`config.mk`:
```
export PLATFORM = sky130hd
export DESIGN_NAME = vga_scanout_flat
export DESIGN_NICKNAME = d
export VERILOG_FILES = /design/src/rtl/vga_scanout_if.sv /design/src/rtl/vga_scanout.sv /design/src/flat_wrapper.sv
export SDC_FILE = /design/constraint.sdc
export NUM_CORES = 1
export LEC_CHECK = 0
export BUFFER_PORTS_ARGS = -buffer_cell sky130_fd_sc_hd__buf_2
export CORE_MARGIN = 8
export CORE_UTILIZATION = 23
export DETAILED_ROUTE_END_ITERATION = 16
export PLACE_DENSITY_LB_ADDON = 0.2
export SLEW_MARGIN = 20
export SYNTH_ARGS = -nofsm -noshare
export SYNTH_HDL_FRONTEND = slang
export SYNTH_SLANG_ARGS = --single-unit
```
`constraint.sdc`:
```
create_clock -name clk -period 6 [get_ports clk]
set_clock_uncertainty 0.1 [all_clocks]
set_input_delay 0.9 -clock clk [delete_from_list [all_inputs] [get_ports clk]]
set_output_delay 0.9 -clock clk [all_outputs]
set_load 0.05 [all_outputs]
```
`src/rtl/vga_scanout_if.sv`:
```
// Framebuffer read port and VGA DAC pins for the VGA scan-out block.
// The master side is the scan-out engine; the slave side is the
// framebuffer RAM plus the DAC/board.
interface vga_scanout_if;
    logic [14:0] rd_addr;
    logic [2:0]  rd_data;
    logic        frame_start;
    logic        vblank;
    logic        VGA_CLK;
    logic        VGA_HS;
    logic        VGA_VS;
    logic        VGA_BLANK_N;
    logic        VGA_SYNC_N;
    logic [9:0]  VGA_R;
    logic [9:0]  VGA_G;
    logic [9:0]  VGA_B;

    modport master (
        output rd_addr,
        input  rd_data,
        output frame_start,
        output vblank,
        output VGA_CLK,
        output VGA_HS,
        output VGA_VS,
        output VGA_BLANK_N,
        output VGA_SYNC_N,
        output VGA_R,
        output VGA_G,
        output VGA_B
    );

    modport slave (
        input  rd_addr,
        output rd_data,
        input  frame_start,
        input  vblank,
        input  VGA_CLK,
        input  VGA_HS,
        input  VGA_VS,
        input  VGA_BLANK_N,
        input  VGA_SYNC_N,
        input  VGA_R,
        input  VGA_G,
        input  VGA_B
    );
endinterface

```
`src/rtl/vga_scanout.sv`:
```
// VGA scan-out engine: 640x480 timing from a 50 MHz clock using a
// half-rate pixel enable, reading a 160x120 3-bit framebuffer with 4x4
// pixel replication. Colour, syncs, blank and vblank are all registered
// from the same counter value so they leave the block aligned.
module vga_scanout #(
    parameter int H_VISIBLE = 640,
    parameter int H_FRONT   = 16,
    parameter int H_SYNC    = 96,
    parameter int H_BACK    = 48,
    parameter int V_VISIBLE = 480,
    parameter int V_FRONT   = 10,
    parameter int V_SYNC    = 2,
    parameter int V_BACK    = 33
) (
    input  logic         clk,
    input  logic         resetn,
    vga_scanout_if.master vga
);

    localparam int H_TOTAL = H_VISIBLE + H_FRONT + H_SYNC + H_BACK;
    localparam int V_TOTAL = V_VISIBLE + V_FRONT + V_SYNC + V_BACK;

    localparam logic [9:0] H_VIS_C    = 10'(H_VISIBLE);
    localparam logic [9:0] H_SYNC_LO  = 10'(H_VISIBLE + H_FRONT);
    localparam logic [9:0] H_SYNC_HI  = 10'(H_VISIBLE + H_FRONT + H_SYNC);
    localparam logic [9:0] H_LAST     = 10'(H_TOTAL - 1);
    localparam logic [9:0] V_VIS_C    = 10'(V_VISIBLE);
    localparam logic [9:0] V_SYNC_LO  = 10'(V_VISIBLE + V_FRONT);
    localparam logic [9:0] V_SYNC_HI  = 10'(V_VISIBLE + V_FRONT + V_SYNC);
    localparam logic [9:0] V_LAST     = 10'(V_TOTAL - 1);

    // Replicate one colour bit across a 10-bit DAC channel, forced to
    // black outside the visible window.
    function automatic logic [9:0] expand_channel(input logic bit_in, input logic en);
        return (bit_in & en) ? 10'h3FF : 10'h000;
    endfunction

    logic        pix_en_r;
    logic        vga_clk_r;
    logic [9:0]  hcount_r;
    logic [9:0]  vcount_r;
    logic        frame_start_r;
    logic        vblank_r;
    logic        hs_r;
    logic        vs_r;
    logic        blank_n_r;
    logic [9:0]  red_r;
    logic [9:0]  green_r;
    logic [9:0]  blue_r;

    logic        h_last_s;
    logic        v_last_s;
    logic        visible_s;
    logic        hs_active_s;
    logic        vs_active_s;
    logic [7:0]  x_s;
    logic [6:0]  y_s;
    logic [14:0] rd_addr_s;

    // Decode the current counter value: wrap points, window, syncs, address.
    always_comb begin
        h_last_s    = (hcount_r == H_LAST);
        v_last_s    = (vcount_r == V_LAST);
        visible_s   = (hcount_r < H_VIS_C) && (vcount_r < V_VIS_C);
        hs_active_s = (hcount_r >= H_SYNC_LO) && (hcount_r < H_SYNC_HI);
        vs_active_s = (vcount_r >= V_SYNC_LO) && (vcount_r < V_SYNC_HI);
        x_s         = hcount_r[9:2];
        y_s         = vcount_r[8:2];
        // y*160 + x built from shifts: y*128 + y*32 + x
        rd_addr_s   = ({8'd0, y_s} << 7) + ({8'd0, y_s} << 5) + {7'd0, x_s};
    end

    // Pixel enable toggles every clk; VGA_CLK tracks it so the DAC sees
    // a rising edge half a pixel after each output update.
    always_ff @(posedge clk or negedge resetn) begin
        if (!resetn) begin
            pix_en_r  <= 1'b0;
            vga_clk_r <= 1'b0;
        end else begin
            pix_en_r  <= ~pix_en_r;
            vga_clk_r <= ~pix_en_r;
        end
    end

    // Horizontal/vertical raster counters, advancing once per pixel.
    always_ff @(posedge clk or negedge resetn) begin
        if (!resetn) begin
            hcount_r <= 10'd0;
            vcount_r <= 10'd0;
        end else if (pix_en_r) begin
            if (h_last_s) begin
                hcount_r <= 10'd0;
                if (v_last_s) begin
                    vcount_r <= 10'd0;
                end else begin
                    vcount_r <= vcount_r + 10'd1;
                end
            end else begin
                hcount_r <= hcount_r + 10'd1;
            end
        end else begin
            hcount_r <= hcount_r;
            vcount_r <= vcount_r;
        end
    end

    // One-clk frame_start when the counters wrap to (0,0); never fires on
    // the first frame after reset because reset lands on (0,0) without a wrap.
    always_ff @(posedge clk or negedge resetn) begin
        if (!resetn) begin
            frame_start_r <= 1'b0;
        end else begin
            frame_start_r <= pix_en_r & h_last_s & v_last_s;
        end
    end

    // Pixel outputs, all registered from the same counter value on pix_en.
    always_ff @(posedge clk or negedge resetn) begin
        if (!resetn) begin
            hs_r      <= 1'b1;
            vs_r      <= 1'b1;
            blank_n_r <= 1'b0;
            vblank_r  <= 1'b0;
            red_r     <= 10'h000;
            green_r   <= 10'h000;
            blue_r    <= 10'h000;
        end else if (pix_en_r) begin
            hs_r      <= ~hs_active_s;
            vs_r      <= ~vs_active_s;
            blank_n_r <= visible_s;
            vblank_r  <= (vcount_r >= V_VIS_C);
            red_r     <= expand_channel(vga.rd_data[2], visible_s);
            green_r   <= expand_channel(vga.rd_data[1], visible_s);
            blue_r    <= expand_channel(vga.rd_data[0], visible_s);
        end else begin
            hs_r      <= hs_r;
            vs_r      <= vs_r;
            blank_n_r <= blank_n_r;
            vblank_r  <= vblank_r;
            red_r     <= red_r;
            green_r   <= green_r;
            blue_r    <= blue_r;
        end
    end

    assign vga.rd_addr     = rd_addr_s;
    assign vga.frame_start = frame_start_r;
    assign vga.vblank      = vblank_r;
    assign vga.VGA_CLK     = vga_clk_r;
    assign vga.VGA_HS      = hs_r;
    assign vga.VGA_VS      = vs_r;
    assign vga.VGA_BLANK_N = blank_n_r;
    assign vga.VGA_SYNC_N  = 1'b0;
    assign vga.VGA_R       = red_r;
    assign vga.VGA_G       = green_r;
    assign vga.VGA_B       = blue_r;

endmodule

```
`src/flat_wrapper.sv`:
```
// flat-port wrapper written by rule: the top's interface ports become plain ports
module vga_scanout_flat 
#(
    parameter int H_VISIBLE = 640,
    parameter int H_FRONT   = 16,
    parameter int H_SYNC    = 96,
    parameter int H_BACK    = 48,
    parameter int V_VISIBLE = 480,
    parameter int V_FRONT   = 10,
    parameter int V_SYNC    = 2,
    parameter int V_BACK    = 33
)
  (clk, resetn, vga_rd_addr, vga_rd_data, vga_frame_start, vga_vblank, vga_VGA_CLK, vga_VGA_HS, vga_VGA_VS, vga_VGA_BLANK_N, vga_VGA_SYNC_N, vga_VGA_R, vga_VGA_G, vga_VGA_B);
  vga_scanout_if vga_i ();
  input  logic clk;
  input  logic resetn;
  output wire logic [$bits(vga_i.rd_addr)-1:0] vga_rd_addr;
  input wire logic [$bits(vga_i.rd_data)-1:0] vga_rd_data;
  output wire logic [$bits(vga_i.frame_start)-1:0] vga_frame_start;
  output wire logic [$bits(vga_i.vblank)-1:0] vga_vblank;
  output wire logic [$bits(vga_i.VGA_CLK)-1:0] vga_VGA_CLK;
  output wire logic [$bits(vga_i.VGA_HS)-1:0] vga_VGA_HS;
  output wire logic [$bits(vga_i.VGA_VS)-1:0] vga_VGA_VS;
  output wire logic [$bits(vga_i.VGA_BLANK_N)-1:0] vga_VGA_BLANK_N;
  output wire logic [$bits(vga_i.VGA_SYNC_N)-1:0] vga_VGA_SYNC_N;
  output wire logic [$bits(vga_i.VGA_R)-1:0] vga_VGA_R;
  output wire logic [$bits(vga_i.VGA_G)-1:0] vga_VGA_G;
  output wire logic [$bits(vga_i.VGA_B)-1:0] vga_VGA_B;
  assign vga_rd_addr = vga_i.rd_addr;
  assign vga_i.rd_data = vga_rd_data;
  assign vga_frame_start = vga_i.frame_start;
  assign vga_vblank = vga_i.vblank;
  assign vga_VGA_CLK = vga_i.VGA_CLK;
  assign vga_VGA_HS = vga_i.VGA_HS;
  assign vga_VGA_VS = vga_i.VGA_VS;
  assign vga_VGA_BLANK_N = vga_i.VGA_BLANK_N;
  assign vga_VGA_SYNC_N = vga_i.VGA_SYNC_N;
  assign vga_VGA_R = vga_i.VGA_R;
  assign vga_VGA_G = vga_i.VGA_G;
  assign vga_VGA_B = vga_i.VGA_B;
  vga_scanout #(.H_VISIBLE(H_VISIBLE), .H_FRONT(H_FRONT), .H_SYNC(H_SYNC), .H_BACK(H_BACK), .V_VISIBLE(V_VISIBLE), .V_FRONT(V_FRONT), .V_SYNC(V_SYNC), .V_BACK(V_BACK)) u_core (.clk(clk), .resetn(resetn), .vga(vga_i));
endmodule
```
### Word level (Yosys, flattened, before mapping)

Cells that the tools add are included.

* reduce and logical (&&, ||, !) cells: 4
* equal/unequal tests: 2
* add/sub/neg operators: 4
* bitwise operators: 8
* magnitude comparators: 7
* mux-type cells: 5

Operator list (count)
* 2-to-1 mux 10 bit: 5
* adder 10 x 1 -> 10 bit, second input constant: 2
* == test 10 bit, second input constant: 2
* >= comparator 10 x 9 -> 1 bit, second input constant: 2
* less-than comparator 10 bit, second input constant: 2
* less-than comparator 10 x 9 -> 1 bit, second input constant: 2
* adder 14 x 12 -> 15 bit: 1
* adder 15 x 8 -> 15 bit: 1
* >= comparator 10 bit, second input constant: 1
* bitwise AND 1 bit: 5
* logical AND 1 bit: 3
* NOT 1 bit: 3
* AND reduction 2 bit: 1

* input port bits: 5
* output and inout bits: 52
* flip-flop bits (word level): 56
* word-level logic and storage cells: 41

### Depth between registers and ports, before layout

* word-level depth: 4
* depth in mapped cells: 8
* mapped depth without buffers: 8

### Worst setup path after synthesis

No wires, ideal clock.

* path kind: reg-to-output
* start point: register u_core.vcount_r[2]
* end point: output vga_rd_addr[12]
* arrival: 2.698 ns
* data required time: 5.000 ns
* path slack: 2.302 ns
* cell stages (with the launch flop): 8
* buffers on the path: 0
* cells stage by stage: dfrtp_1 inv_1 fa_1 fa_1 nor2b_1 o31a_1 o21ai_0 a31oi_1

* word-level cells in the longest chain between the ends: 2

RTL lines
* from (decl): RTL line vga_scanout.sv:41 `logic [9:0] vcount_r;`
* from (signal assigned): RTL line vga_scanout.sv:96 `vcount_r <= vcount_r + 10'd1;`
* from (signal assigned): RTL line vga_scanout.sv:103 `vcount_r <= vcount_r;`
* adder 14 x 12 -> 15 bit: RTL line vga_scanout.sv:70 `rd_addr_s = ({8'd0, y_s} << 7) + ({8'd0, y_s} << 5) + {7'd0, x_s};`
* adder 15 x 8 -> 15 bit: RTL line vga_scanout.sv:70
* to (decl): RTL line flat_wrapper.sv:17 `output wire logic [$bits(vga_i.rd_addr)-1:0] vga_rd_addr;`

No other way between the ends.

### Final worst setup path

* start point: register u_core.vcount_r[4]
* end point: output vga_rd_addr[12]

The elaborated chain is that of the path after synthesis.

==> flow_summary.ini <==
[final_layout]
utilization_pct = 26.37
nets = 273
drive_above_1_share_pct = 26.51
syn_to_final_growth_pct = 10.67
layout_commonest_cell = buf_2
diodes = 0
design_area_mm2 = 0.002311
layout_common_cells = 55 x buf_2, 27 x dfrtp_1, 21 x inv_1

[die]
start_util_pct = 23.83
dieArea_mm2 = 0.01238
io_pins = 57
rows = 34
die_x_um = 111.3
coreArea_mm2 = 0.008763
dieHeight_um = 111.3

[critical_path]
cp-start-kind = flop
r2r_cells = 4
cp_max_fo = 7
end_kind = output port
arrival_ns = 2.80
cp.required_ns = 5.00
critPathKind = flop to output port

[pwr]
p_leak_nw = 1.146
p_per_area_mw_per_mm2 = 187.7
ir_drop_mv = 0.07693

[clock_tree]
cts_setup_buffers = 0
hold_buffers = 0
cts_buffers = 5
cts_tree = done
path_clk_slew_ns = 0.07
clockRootBuffer = clkbuf_8
htree_num_levels = 2
clk_path_buf_depth = 2
postCtsResizedCells = 0
clock_sinks = 29
clk_latency_ns = 0.28

[sta]
max_freq_mhz = 263.0
maxSlewViolCount = 0
setup_tns_ns = 0
max-slew-margin-rel_pct = 54.56
hold_viol_final = 0
max_slew.worst_pin.slew_ns = 0.6816
grt_setup_unrepaired = false
setup_ws_ns = 2.198
period_share_pct = 63.36
setup_viol = 0
period_needed_ns = 3.802

[global_routing]
grt-ovfl-total = 0
grt_max_degree = 30
grt_pass1_wl_um = 8010
antenna_found_initial = 0
grt_pass1_vias = 1532
track_usage_pct = 7.810

[hold_path]
min_path_type = flop to flop
hold_depth = 2

[synth]
ys_seq_elements = 29
synth_edf_count = 0
yosysWarnings = 0
synth-seq-area-share_pct = 34.87
synthFlopType = dfrtp_1
synthArstFlopShare_pct = 100.0
syn-num-nets = 250
synthCells = 225
syn_area_mm2 = 0.002088
post_synth.cell_area_avg_um2 = 9.281
synth_cell_types = 40

[route]
routed_wl_um = 4820
drc = 0
antenna_left = 0
wire_per_inst_um = 13.50
vias = 1568
drt_iter0_drc = 55
avgViaCountPerCell = 4.392
firstDrtPassIters = 4

[placed_design]
pre_cts_slack_ns = 2.489
place_area_mm2 = 0.002210
place_congestion = 0.7171
dp_hpwl_um = 3667
io_buffers = 55

[job]
drv_cap = 0

[run_status]
outcome = finished clean
==> area by class of cell <==
type | count | area (um^2)
Clock inverter | 1 | 5.005
Multi-Input combinational cell | 136 | 992.2
Inverter | 21 | 78.83
Fill cell | 965 | 6452
Sequential cell | 29 | 728.2
Timing Repair Buffer | 55 | 275.3
Tap cell | 108 | 135.1
Clock buffer | 7 | 96.34
==> cells in the mapped netlist, types with 4 or more instances <==
library cell  number  area (um^2)
dfrtp_1           27        675.7
buf_4             36        270.3
and4_1             4        35.03
a21oi_1            9        45.04
inv_1             21        78.83
nand2_1            7        26.28
xnor2_1           13        113.9
nor2_1            12        45.04
ha_1              18        225.2
nand4_1            9        56.30
nand3_1           10        50.05
o21ai_0           14        70.07
==> logic make-up after synthesis <==
logic type                 after synthesis  synth area share (%)
buffers and inverters                   60                 17.62
and+or+nand+nor                         59                 15.82
AOI/OAI and AO/OA                       40                 12.04
DFF                                     29                 34.87
adders and majority gates               20                 12.70
xor gates and xnor gates                15                 6.291
other                                    1                0.1796
muxes                                    1                0.4793
==> sequential cells by signal, summed over array words and instances, names as in the netlist <==
name / cells
u_core.hcount_r: 10
u_core.pix_en_r: 1
u_core.vcount_r: 10
u_core.vga.VGA_B: 1
u_core.vga.VGA_BLANK_N: 1
u_core.vga.VGA_G: 1
u_core.vga.VGA_HS: 1
u_core.vga.VGA_R: 1
u_core.vga.VGA_VS: 1
u_core.vga.frame_start: 1
u_core.vga.vblank: 1
==> worst max-delay path: stages, from the launching register on <==
cell and delay, ns:
dfrtp_1 0.46, inv_1 0.12, fa_1 0.52, fa_1 0.48
nor2b_1 0.24, o31a_1 0.17, o21ai_0 0.08, a31oi_1 0.17
buf_2 0.28
==> stage by stage <==
step	power, W	hold WS, ns	instances
6_report	0.0004337	0.4226	357
5_1_grt	0.0004532	0.4486	357
4_1_cts	0.0004432	0.4273	357
3_5_place_dp	0.0002592	0.4143	349
3_3_place_gp	0.0002592	0.4117	349
2_1_floorplan	0.0002568	0.4129	225
==> final timing paths <==
kind	startpoint	endpoint	slack, ns
worst max-delay path	u_core.vcount_r[4]	vga_rd_addr[12]	2.20
max in group asynchronous	resetn	u_core.hcount_r[6]	4.79
worst min-delay path	u_core.vga.VGA_BLANK_N	u_core.vga.VGA_BLANK_N	0.42
worst min register to register	u_core.vga.VGA_BLANK_N	u_core.vga.VGA_BLANK_N	0.42
worst max register to register	u_core.pix_en_r	u_core.vcount_r[8]	3.73
min in group asynchronous	resetn	u_core.hcount_r[1]	0.55
==> routing by layer <==
layer / up-vias / GRT usage (%) / part of all wire (%)
li1: 793 / - / -
met1: 730 / 9.350 / 47
met3: 7 / 3.355 / 6.7
met5: - / 0 / 0
met4: 0 / 2.667 / 1.1
met2: 38 / 12.17 / 45
==> power breakdown <==
part           internal (W)  leakage (nW)  switching [W]
registers          0.000197         0.372     0.00000218
logic            0.00000815         0.720      0.0000476
clock network      0.000104        0.0542      0.0000756
Note: power is estimated with default switching activity, not from simulation.
